`src/rtl/dmem_arb_pkg.sv`:
```
// Shared constants and types for the Data_Memory two-port arbiter.
package dmem_arb_pkg;

  localparam int unsigned DEF_ADDR_W = 6;
  localparam int unsigned DATA_W     = 32;
  localparam int unsigned NUM_PORTS  = 2;

  // Sequencer states
  localparam logic [0:0] ST_IDLE   = 1'b0;
  localparam logic [0:0] ST_ACCESS = 1'b1;

  // Port indices
  localparam logic PORT_CPU = 1'b0;
  localparam logic PORT_IMG = 1'b1;

  // Latched request payload driven onto the memory during ACCESS
  typedef struct packed {
    logic              we;
    logic [DATA_W-1:0] addr;
    logic [DATA_W-1:0] wdata;
  } mem_req_t;

  // True when every address bit above the implemented depth is zero
  function automatic logic addr_in_range(input logic [DATA_W-1:0] addr,
                                         input int unsigned       aw);
    return (addr >> aw) == {DATA_W{1'b0}};
  endfunction

endpackage

```
`src/rtl/rr_arbiter2.sv`:
```
// Combinational two-way pick: round-robin on ties, or fixed priority to port 0.
module rr_arbiter2
  import dmem_arb_pkg::*;
(
  input  logic req0_i,
  input  logic req1_i,
  input  logic last_owner_i,
  input  logic rr_i,
  output logic winner_o,
  output logic any_o
);

  // Winner selection; a tie in round-robin mode goes to the port that did not win last
  always_comb begin
    any_o    = req0_i | req1_i;
    winner_o = PORT_CPU;
    if (req0_i && req1_i) begin
      winner_o = rr_i ? ~last_owner_i : PORT_CPU;
    end else if (req1_i) begin
      winner_o = PORT_IMG;
    end
  end

endmodule

```
`src/rtl/dmem_arbiter.sv`:
```
// Two-port arbiter and single-access sequencer in front of Data_Memory.
// IDLE samples requests, ACCESS drives one memory cycle, the closing edge
// registers the response and always returns to IDLE.
module dmem_arbiter
  import dmem_arb_pkg::*;
#(
  parameter int unsigned ADDR_W = DEF_ADDR_W,
  parameter bit          RR     = 1'b1
) (
  input  logic        clk,
  input  logic        rst,
  input  logic        p0_req,
  input  logic        p0_we,
  input  logic [31:0] p0_addr,
  input  logic [31:0] p0_wdata,
  output logic        p0_gnt,
  output logic        p0_rvalid,
  output logic [31:0] p0_rdata,
  output logic        p0_err,
  input  logic        p1_req,
  input  logic        p1_we,
  input  logic [31:0] p1_addr,
  input  logic [31:0] p1_wdata,
  output logic        p1_gnt,
  output logic        p1_rvalid,
  output logic [31:0] p1_rdata,
  output logic        p1_err,
  output logic [31:0] mem_adr,
  output logic [31:0] mem_mwd,
  output logic        mem_mwr,
  output logic        mem_moe,
  input  logic [31:0] mem_mrd
);

  logic [0:0]                       state_q, state_d;
  logic                             owner_q, owner_d;
  logic                             last_owner_q, last_owner_d;
  mem_req_t                         req_q, req_d;
  mem_req_t                         cand;
  logic                             range_ok_q, range_ok_d;
  logic [NUM_PORTS-1:0]             rvalid_q, rvalid_d;
  logic [NUM_PORTS-1:0]             err_q, err_d;
  logic [NUM_PORTS-1:0][DATA_W-1:0] rdata_q, rdata_d;
  logic                             pick_winner;
  logic                             pick_any;
  logic                             access;

  rr_arbiter2 u_pick (
    .req0_i       (p0_req),
    .req1_i       (p1_req),
    .last_owner_i (last_owner_q),
    .rr_i         (RR),
    .winner_o     (pick_winner),
    .any_o        (pick_any)
  );

  // Payload of whichever port the arbiter picked this cycle
  always_comb begin
    cand = '{we: p0_we, addr: p0_addr, wdata: p0_wdata};
    if (pick_winner == PORT_IMG) begin
      cand = '{we: p1_we, addr: p1_addr, wdata: p1_wdata};
    end
  end

  // Next state: latch a winner in IDLE, build the response at the end of ACCESS
  always_comb begin
    state_d      = state_q;
    owner_d      = owner_q;
    last_owner_d = last_owner_q;
    req_d        = req_q;
    range_ok_d   = range_ok_q;
    rvalid_d     = '0;
    err_d        = '0;
    rdata_d      = '0;
    case (state_q)
      ST_IDLE: begin
        if (pick_any) begin
          owner_d    = pick_winner;
          req_d      = cand;
          range_ok_d = addr_in_range(cand.addr, ADDR_W);
          state_d    = ST_ACCESS;
        end
      end
      ST_ACCESS: begin
        rvalid_d[owner_q] = 1'b1;
        err_d[owner_q]    = ~range_ok_q;
        rdata_d[owner_q]  = (range_ok_q && !req_q.we) ? mem_mrd : {DATA_W{1'b0}};
        last_owner_d      = owner_q;
        state_d           = ST_IDLE;
      end
      default: begin
        state_d = ST_IDLE;
      end
    endcase
  end

  // State and response registers; reset drops any in-flight access
  always_ff @(posedge clk or posedge rst) begin
    if (rst) begin
      state_q      <= ST_IDLE;
      owner_q      <= PORT_CPU;
      last_owner_q <= PORT_IMG;
      req_q        <= '0;
      range_ok_q   <= 1'b0;
      rvalid_q     <= '0;
      err_q        <= '0;
      rdata_q      <= '0;
    end else begin
      state_q      <= state_d;
      owner_q      <= owner_d;
      last_owner_q <= last_owner_d;
      req_q        <= req_d;
      range_ok_q   <= range_ok_d;
      rvalid_q     <= rvalid_d;
      err_q        <= err_d;
      rdata_q      <= rdata_d;
    end
  end

  // Memory strobes and grants decode only from registers; no req-to-memory path
  assign access  = (state_q == ST_ACCESS);
  assign p0_gnt  = access && (owner_q == PORT_CPU);
  assign p1_gnt  = access && (owner_q == PORT_IMG);
  assign mem_adr = req_q.addr;
  assign mem_mwd = req_q.wdata;
  assign mem_mwr = access && req_q.we && range_ok_q;
  assign mem_moe = access && !req_q.we && range_ok_q;

  assign p0_rvalid = rvalid_q[PORT_CPU];
  assign p1_rvalid = rvalid_q[PORT_IMG];
  assign p0_err    = err_q[PORT_CPU];
  assign p1_err    = err_q[PORT_IMG];
  assign p0_rdata  = rdata_q[PORT_CPU];
  assign p1_rdata  = rdata_q[PORT_IMG];

endmodule

```
`config.mk`:
```
export PLATFORM = sky130hd
export DESIGN_NAME = dmem_arbiter
export DESIGN_NICKNAME = d
export VERILOG_FILES = /design/src/rtl/dmem_arb_pkg.sv /design/src/rtl/rr_arbiter2.sv /design/src/rtl/dmem_arbiter.sv
export SDC_FILE = /design/constraint.sdc
export NUM_CORES = 1
export LEC_CHECK = 0
export ABC_AREA = 1
export BUFFER_PORTS_ARGS = -buffer_cell sky130_fd_sc_hd__buf_2
export CAP_MARGIN = 20
export CELL_PAD_IN_SITES_DETAIL_PLACEMENT = 2
export CELL_PAD_IN_SITES_GLOBAL_PLACEMENT = 2
export CORE_UTILIZATION = 27
export CTS_CLUSTER_SIZE = 30
export DETAILED_ROUTE_END_ITERATION = 16
export HOLD_SLACK_MARGIN = 0.08
export PLACE_DENSITY = 0.93
export SLEW_MARGIN = 20
export SYNTH_ARGS = -nofsm -noshare
export SYNTH_HDL_FRONTEND = slang
export SYNTH_SLANG_ARGS = --single-unit
```
`constraint.sdc`:
```
create_clock -name clk -period 7.4 [get_ports clk]
set_clock_uncertainty 0.15 [all_clocks]
set_input_delay 1.48 -clock clk [delete_from_list [all_inputs] [get_ports clk]]
set_output_delay 1.48 -clock clk [all_outputs]
set_load 0.01 [all_outputs]
```
==> flow_summary.toml, run 1 <==
[timing]
setup_tns_ns = 0
finalHoldViolations = 0
fin_crit_ns = 3.98
rsz0062_at_grt = "false"
drv_slew = 0
setup_viol = 0
post-route-period-util = 0.538
slew_headroom = 0.372
worstMarginPinSlew_ns = 0.941
fmax_mhz = 251

[yosys]
ys_seq_area_frac = 0.572
syn_inst = 692
synth_fp_nets = 858
syn_area_per_cell_um2 = 8.67
synth_xor_xnor_area_share = 0
synth_area_mm2 = 0.00600
ys_warn_count = 0
yosys-mux-area-fraction = 0
synth_simple_gate_area_share = 0.211
synth_top_family_by_area = "simple AND/OR/NAND/NOR gates"
synth-compound-area-share = 0.0899
ys_types = 21
synthAdderAreaFrac = 0
ys_ff_latch = 137

[placement]
numPortBuffers = 301
dp_hpwl_um = 16300
gp_congestion = 0.783

[worst_setup_path]
path_buf_inv = 4
critPathRequiredTime_ns = 7.60
critical_path.cell_chain = "buf_2, nand2_1, nand2_2, buf_4, inv_1, buf_4, nand2_1, nand2_1, nor2_1, nand2_1, nor2_1, nand2_1, nand2_1"
critPathTopFamily = "simple AND/OR/NAND/NOR gates"
startpoint_type = "input pin"
critPathSlowestCell = "nand2_2"
rrSetupSlack_ns = 4.06
arrival_ns = 4.18
path_common_cell = "nand2_1"
slowest_delay_ns = 0.53
critPathMaxFanout = 48
cp-end-kind = "flop"
crit_type = "in -> reg"

[cts]
tritoncts = "done"
cts_hold_buf = 0
post_cts_buffers = 0
htree_levels = 4
cts_resized = 0
cts_buffers = 17
root_buffer = "clkbuf_16"
clkTransAtPathRegs_ns = 0.06
cts_sinks = 137
clock_latency_ns = 0.42
clk_path_buf_depth = 2

[drt]
wl_um = 22600
drc = 0
routedWlPerCell_um = 18.6
vias = 5537
drtIter0Drc = 195
drt.antenna.violating_nets = 0
dr.pass1.iters = 4
routed_via_density = 4.56

[final_layout]
final_cell_mix = "301 x buf_2, 169 x nand2_1, 136 x dfrtp_1"
fin_nets = 1083
n_fill_cell = 2568
final_common_cell = "buf_2"
fin_util = 0.361
seq_area_mm2 = 0.00343
drive_gt1_frac = 0.370
area_delta_synth_final_pct = 31.5
multiInputGateArea_mm2 = 0.00182

[floorplanning]
die_h_um = 151
die_w_um = 151
placementRows = 54
design.die.area_mm2 = 0.0228
ioPinCount = 302
core_area_mm2 = 0.0218
start_util = 0.275

[grt]
grt_usage = 0.195
grt_max_degree = 75
overflow = 0
antenna_found_initial = 6
grt_pass1_wl_um = 33200
first_global_vias = 5928

[min_path]
hp-class = "reg -> reg"

[power_and_ir_drop]
leakage_uw = 0.00429
peakVddDrop_mv = 0.116
powerDensity_mw_per_mm2 = 277

[job]
max_cap_viol_count = 0

[outcome]
status = "completed"
[power by group]
group | total, µW | internal, µW | leakage (µW) | switching (µW)
Sequential | 889 | 836 | 0.00177 | 52.5
Combinational | 407 | 146 | 0.00222 | 261
Clock | 886 | 518 | 0.000294 | 368
Total | 2180 | 1500 | 0.00429 | 681
[per-stage QoR]
stage          setup WS [ns]  instances  hold WS, ns  power [µW]  cell area, µm²
2_1_floorplan           2.10        692        0.294        1210            6000
3_3_place_gp            3.11       1178        0.309        1300            7270
3_5_place_dp            2.98       1178        0.321        1320            7270
4_1_cts                 3.43       1210        0.337        2220            7870
5_1_grt                 3.16       1214        0.353        2290            7880
6_report                3.42       1215        0.332        2180            7880
[registers in the layout, summed over array words and instances, names as in the netlist]
signal        count
p1_rdata         32
req_q             1
rvalid_q          2
err_q             2
range_ok_q        1
mem_adr          32
owner_q           1
last_owner_q      1
p0_rdata         32
access            1
mem_mwd          32
[synth_stat cells]
master / count / area (µm²)
buf_2: 7 / 35.0
nor3_1: 2 / 10.0
dfrtp_1: 136 / 3400
buf_6: 1 / 11.3
a31oi_1: 5 / 31.3
o21ai_0: 89 / 445
clkbuf_1: 23 / 86.3
buf_4: 66 / 495
buf_1: 3 / 11.3
o21ai_2: 1 / 8.76
nor2_1: 125 / 469
o21a_1: 1 / 7.51
o21ai_1: 8 / 40.0
dfstp_2: 1 / 26.3
nand2_1: 170 / 638
nand3b_1: 18 / 135
o22ai_1: 1 / 6.26
inv_2: 1 / 3.75
inv_1: 30 / 113
nand3_1: 3 / 15.0
clkbuf_2: 1 / 5.00
[per-layer routing]
layer	share of wire	global-route usage	vias to the layer above	wire length [µm]
met5	0.0012	0	-	27
met4	0.023	0.0870	4	521
met3	0.056	0.0506	32	1270
met2	0.53	0.351	186	11900
met1	0.39	0.215	2758	8820
li1	-	-	2557	-
[cell families after synthesis]
group,count (synthesis)
compound gates,105
buf+inv,132
flops,137
simple gates,318
[cell type report]
type                       count  share of cell area
clock buffer                  20              0.0567
sequential                   137               0.435
inverter                      31              0.0154
timing repair buffer         307               0.197
multi-input combinational    423               0.231
antenna                        5             0.00159
tap                          280              0.0444
clock inverter                12              0.0194
[worst reg2reg max path: cells and delay by family (launching register included)]
kind / cells / cell delay [ns]
simple gates: 9 / 1.63
flops: 1 / 0.54
buf+inv: 3 / 0.94
[final timing paths]
kind,from,end,cells past startpoint
setup / recovery,p0_req,range_ok_q,13
hold / removal,mem_adr[26],mem_adr[26],2
setup reg to reg,last_owner_q,range_ok_q,12
hold reg to reg,mem_adr[26],mem_adr[26],2
max in group asynchronous,rst,p1_rdata[23],3
min in group asynchronous,rst,mem_mwd[5],2
(Power assumes the default switching activity.)
==> run 2: changes to the inputs <==
--- a/config.mk
+++ b/config.mk
@@ -10,11 +10,11 @@
 export CAP_MARGIN = 20
 export CELL_PAD_IN_SITES_DETAIL_PLACEMENT = 2
 export CELL_PAD_IN_SITES_GLOBAL_PLACEMENT = 2
-export CORE_UTILIZATION = 27
+export CORE_UTILIZATION = 22
 export CTS_CLUSTER_SIZE = 30
 export DETAILED_ROUTE_END_ITERATION = 16
 export HOLD_SLACK_MARGIN = 0.08
-export PLACE_DENSITY = 0.93
+export PLACE_DENSITY = 0.82
 export SLEW_MARGIN = 20
 export SYNTH_ARGS = -nofsm -noshare
 export SYNTH_HDL_FRONTEND = slang
==> constraint.sdc (replaced) <==
create_clock -name clk -period 3.58 [get_ports clk]
set_clock_uncertainty 0.15 [all_clocks]
set_input_delay 0.716 -clock clk [delete_from_list [all_inputs] [get_ports clk]]
set_output_delay 0.716 -clock clk [all_outputs]
set_load 0.01 [all_outputs]
==> run 2 against run 1 <==
  * Wire length shrank 1.4%
  * Non-clock buffer count is 6 higher
  * Total power increased by 100%
  * Cell count increased by 5.2%
==> flow_summary.toml, run 2 (synthesis gave the netlist of run 1 again) <==
[placement]
gp_congestion = 0.740
place_ws_ns = 0.822
dp_hpwl_um = 16200
numPortBuffers = 301

[drt]
routed_via_density = 4.26
drtIter0Drc = 239
drt.antenna.violating_nets = 0
dr.pass1.iters = 4
drc = 0
wl_um = 22200
vias = 5449
routedWlPerCell_um = 17.4

[final_layout]
final_common_cell = "buf_2"
area_delta_synth_final_pct = 33.3
fin_util = 0.297
final_cell_mix = "301 x buf_2, 169 x nand2_1, 136 x dfrtp_1"
n_fill_cell = 3161
drive_gt1_frac = 0.373
fin_nets = 1089

[power_and_ir_drop]
peakVddDrop_mv = 0.246
powerDensity_mw_per_mm2 = 558
seq_power_share = 0.410
leakage_uw = 0.00431
power_switching_uw = 1420
pwr-share-comb = 0.193
p_int_uw = 3040
pwr-share-clk = 0.398
switching_share = 0.318
total_power_uw = 4460

[cts]
clk_path_buf_depth = 2
htree_levels = 4
tritoncts = "done"
cts_hold_buf = 0
clock_latency_ns = 0.41
cts_buffers = 17
cts_sinks = 137
clkTransAtPathRegs_ns = 0.07
root_buffer = "clkbuf_16"
cts_resized = 0
post_cts_buffers = 0

[min_path]
hp-class = "in -> async"

[timing]
worst_slack_ns = 1.29
drv_slew = 0
post-route-period-util = 0.641
finalHoldViolations = 0
setup_tns_ns = 0
setup_viol = 0
worstMarginPinSlew_ns = 0.853
fmax_mhz = 436
slew_headroom = 0.431
rsz0062_at_grt = "false"
fin_crit_ns = 2.29

[grt]
antenna_found_initial = 6
grt_usage = 0.162
grt_pass1_wl_um = 34700
first_global_vias = 6039
overflow = 0
grt_max_degree = 82

[floorplanning]
placementRows = 60
core_area_mm2 = 0.0269
die_w_um = 167
design.die.area_mm2 = 0.0279
start_util = 0.223
die_h_um = 167
ioPinCount = 302

[worst_setup_path]
cp-end-kind = "flop"
startpoint_type = "input pin"
rrSetupSlack_ns = 1.42
arrival_ns = 2.45
crit_type = "in -> reg"
critPathMaxFanout = 81
critPathRequiredTime_ns = 3.73

[outcome]
status = "completed"

[job]
max_cap_viol_count = 0
-- run 2: worst paths after layout --
kind / startpoint / to / cells past startpoint
worst max-delay path: p1_req / range_ok_q / 10
worst min-delay path: rst / p1_rdata[26] / 2
worst max register to register: last_owner_q / mem_mwd[4] / 6
worst min register to register: last_owner_q / last_owner_q / 2
max in group asynchronous: rst / last_owner_q / 3
min in group clk: last_owner_q / last_owner_q / 2
-- run 2: per-layer routing --
layer	vias to the layer above	wire [µm]	GRT usage
met5	-	58	0
met4	8	346	0.0495
met3	32	1190	0.0442
met2	172	11300	0.284
met1	2667	9320	0.194
li1	2570	-	-
-- run 2: final cells by class --
class	count	area, µm²	share of cell area
antenna	1	2.50	0.000313
clock buffer	20	447	0.0559
tap	341	427	0.0534
sequential	137	3430	0.429
clock inverter	12	129	0.0161
inverter	31	120	0.0150
timing repair buffer	313	1620	0.203
multi-input combinational	423	1820	0.228
-- run 2: per-stage QoR --
stage / instance area (µm²) / hold slack, ns / std cells
after floorplan: 6000 / 0.294 / 692
after global placement: 7420 / 0.309 / 1245
after detailed placement: 7420 / 0.313 / 1245
after CTS: 7990 / 0.293 / 1277
after global routing: 8000 / 0.309 / 1278
final: 8000 / 0.280 / 1278
-- run 2: worst max-delay path: stages --
cell and delay, ns:
buf_2 0.25, o21ai_4 0.21, buf_4 0.68, nor2_1 0.13, nor2_1 0.17, nor2_1 0.06, nand2_1 0.05, nor2_1 0.04
nand2_1 0.05, nand2_1 0.04
-- run 2: power by group through the flow --
stage	Combinational, µW	Clock [µW]	Sequential (µW)
3_5_place_dp	887	0	1860
6_report	859	1770	1830
3_3_place_gp	862	0	1850
4_1_cts	890	1850	1830
5_1_grt	972	1900	1850
2_1_floorplan	673	0	1830
==> run 3: changes to the inputs <==
==> constraint.sdc (replaced) <==
create_clock -name clk -period 1.91 [get_ports clk]
set_clock_uncertainty 0.15 [all_clocks]
set_input_delay 0.382 -clock clk [delete_from_list [all_inputs] [get_ports clk]]
set_output_delay 0.382 -clock clk [all_outputs]
set_load 0.01 [all_outputs]
==> run 3 against run 2 <==
  * Clock power grew 94%
  * Non-clock buffer count increased by 62
  * Die area unchanged
  * Highest routed layer is now met4
  * Cell area is 9.6% higher
  * Setup slack got worse by 1.2 ns
  * Worst hold slack got worse by 0.19 ns
  * Largest power group unchanged
  * Critical path depth shrank 7
  * Critical endpoint is now mem_moe
  * First-iteration DRC count fell by 12%
  * Largest cell class unchanged
  * Combinational power is 120% higher
==> flow_summary.toml, run 3 (synthesis gave the netlist of run 1 again) <==
[worst_setup_path]
cp-end-kind = "output port"
critPathRequiredTime_ns = 1.38
critPathMaxFanout = 6
arrival_ns = 1.26
crit_type = "reg -> out"
startpoint_type = "flop"

[timing]
worstMarginPinSlew_ns = 0.372
setup_viol = 0
drv_slew = 0
whs_ns = 0.0887
rsz0062_at_grt = "true"
slew_headroom = 0.752
fmax_mhz = 557
post-route-period-util = 0.940
finalHoldViolations = 0
fin_crit_ns = 1.80

[job]
max_cap_viol_count = 0

[power_and_ir_drop]
peakVddDrop_mv = 0.453
switching_share = 0.325
pwr-share-clk = 0.392
seq_power_share = 0.393
powerDensity_mw_per_mm2 = 997
power_switching_uw = 2840
leakage_uw = 0.00463
pwr-share-comb = 0.215
p_int_uw = 5900

[min_path]
hp-class = "in -> reg"

[drt]
vias = 5828
dr.pass1.iters = 4
drtIter0Drc = 211
routedWlPerCell_um = 18.5
drt.antenna.violating_nets = 0
routed_via_density = 4.34
wl_um = 24800
drc = 0

[floorplanning]
ioPinCount = 302
placementRows = 60
start_util = 0.223
design.die.area_mm2 = 0.0279
die_w_um = 167
core_area_mm2 = 0.0269
die_h_um = 167

[cts]
tritoncts = "done"
root_buffer = "clkbuf_16"
htree_levels = 4
clkTransAtPathRegs_ns = 0.07
cts_sinks = 137
clk_path_buf_depth = 2
cts_buffers = 17
clock_latency_ns = 0.42

[final_layout]
area_delta_synth_final_pct = 46.2
n_fill_cell = 3085
fin_nets = 1151
drive_gt1_frac = 0.390
final_common_cell = "buf_2"
fin_util = 0.326
final_cell_mix = "301 x buf_2, 159 x nand2_1, 136 x dfrtp_1"

[placement]
numPortBuffers = 301
gp_congestion = 0.799
dp_hpwl_um = 17400

[grt]
busiest_layer = "met2"
grt_max_degree = 60
grt_usage = 0.178
antenna_found_initial = 3
use_met2 = 0.318
met1_usage = 0.203
first_global_vias = 6635
overflow = 0
grtUsageMet3 = 0.0409
grt_pass1_wl_um = 37900

[outcome]
status = "completed"
## run 3: cell count changes in the layout (fill, tap and decap cells not counted), moves of 3 or more
cell	change
buf_4	+8
nor2_2	+4
nand2_2	+9
nor2_1	-4
buf_12	+8
dlygate4sd3_1	+41
o21ai_0	-3
o21ai_1	+3
nand2_1	-10
buf_6	+4
## run 3: path summary, 6_finish.rpt
| kind | depth (start not counted) | start | to | slack (ns) |
|---|---|---|---|---|
| max in group asynchronous | 4 | rst | last_owner_q | 0.56 |
| hold reg to reg | 2 | mem_adr[22] | mem_adr[22] | 0.33 |
| hold / removal | 3 | p1_addr[7] | mem_adr[7] | 0.09 |
| setup reg to reg | 11 | last_owner_q | range_ok_q | 0.13 |
| setup / recovery | 3 | access | mem_moe | 0.11 |
| min in group asynchronous | 3 | rst | p1_rdata[0] | 0.38 |
## run 3: power by group through the flow
stage	Clock, µW	Combinational [µW]	Sequential, µW
global route	3660	2090	3480
floorplan	0	1260	3430
detailed placement	0	1760	3480
CTS	3550	1840	3440
finish	3430	1880	3430
global placement	0	1710	3470
## run 3: layout make-up
class,count,area [µm²],area share
flip-flops and latches,137,3430,0.391
clock buffers,18,439,0.0501
inverters,31,124,0.0141
repair buffers,375,2320,0.265
well taps,341,427,0.0487
diodes,3,7.51,0.000856
multi-input cells,423,1860,0.213
clock inverters,14,153,0.0174
## run 3: routing by layer
metal,up-vias,wire (µm)
li1,2698,-
met1,2901,10000
met2,198,12900
met3,31,1230
met4,0,601
met5,-,0
## run 3: critical path, cell delays in order (launching register included)
cell and delay, ns:
dfrtp_1 0.37, inv_2 0.11, nor3_1 0.20, buf_2 0.17
## run 3: what timing repair did
item,in CTS,in global routing
hold buffers,41,0
resized for setup,5,20
buffers inserted,1,6
pin swaps,0,8
setup endpoints to repair,22,8
gates cloned,0,1
hold endpoints to repair,79,0
## run 3: per-stage QoR
step / TNS (ns) / worst slack, ns / power [µW] / cell area (µm²) / std cells
global placement: -0.00173 / -0.00173 / 5180 / 7610 / 1259
detailed placement: -0.145 / -0.0664 / 5250 / 7610 / 1259
finish: 0 / 0.114 / 8740 / 8770 / 1342
global route: -0.0297 / -0.0297 / 9230 / 8770 / 1342
CTS: 0 / 0.0252 / 8830 / 8630 / 1332
floorplan: -44.65 / -0.328 / 4690 / 6000 / 692
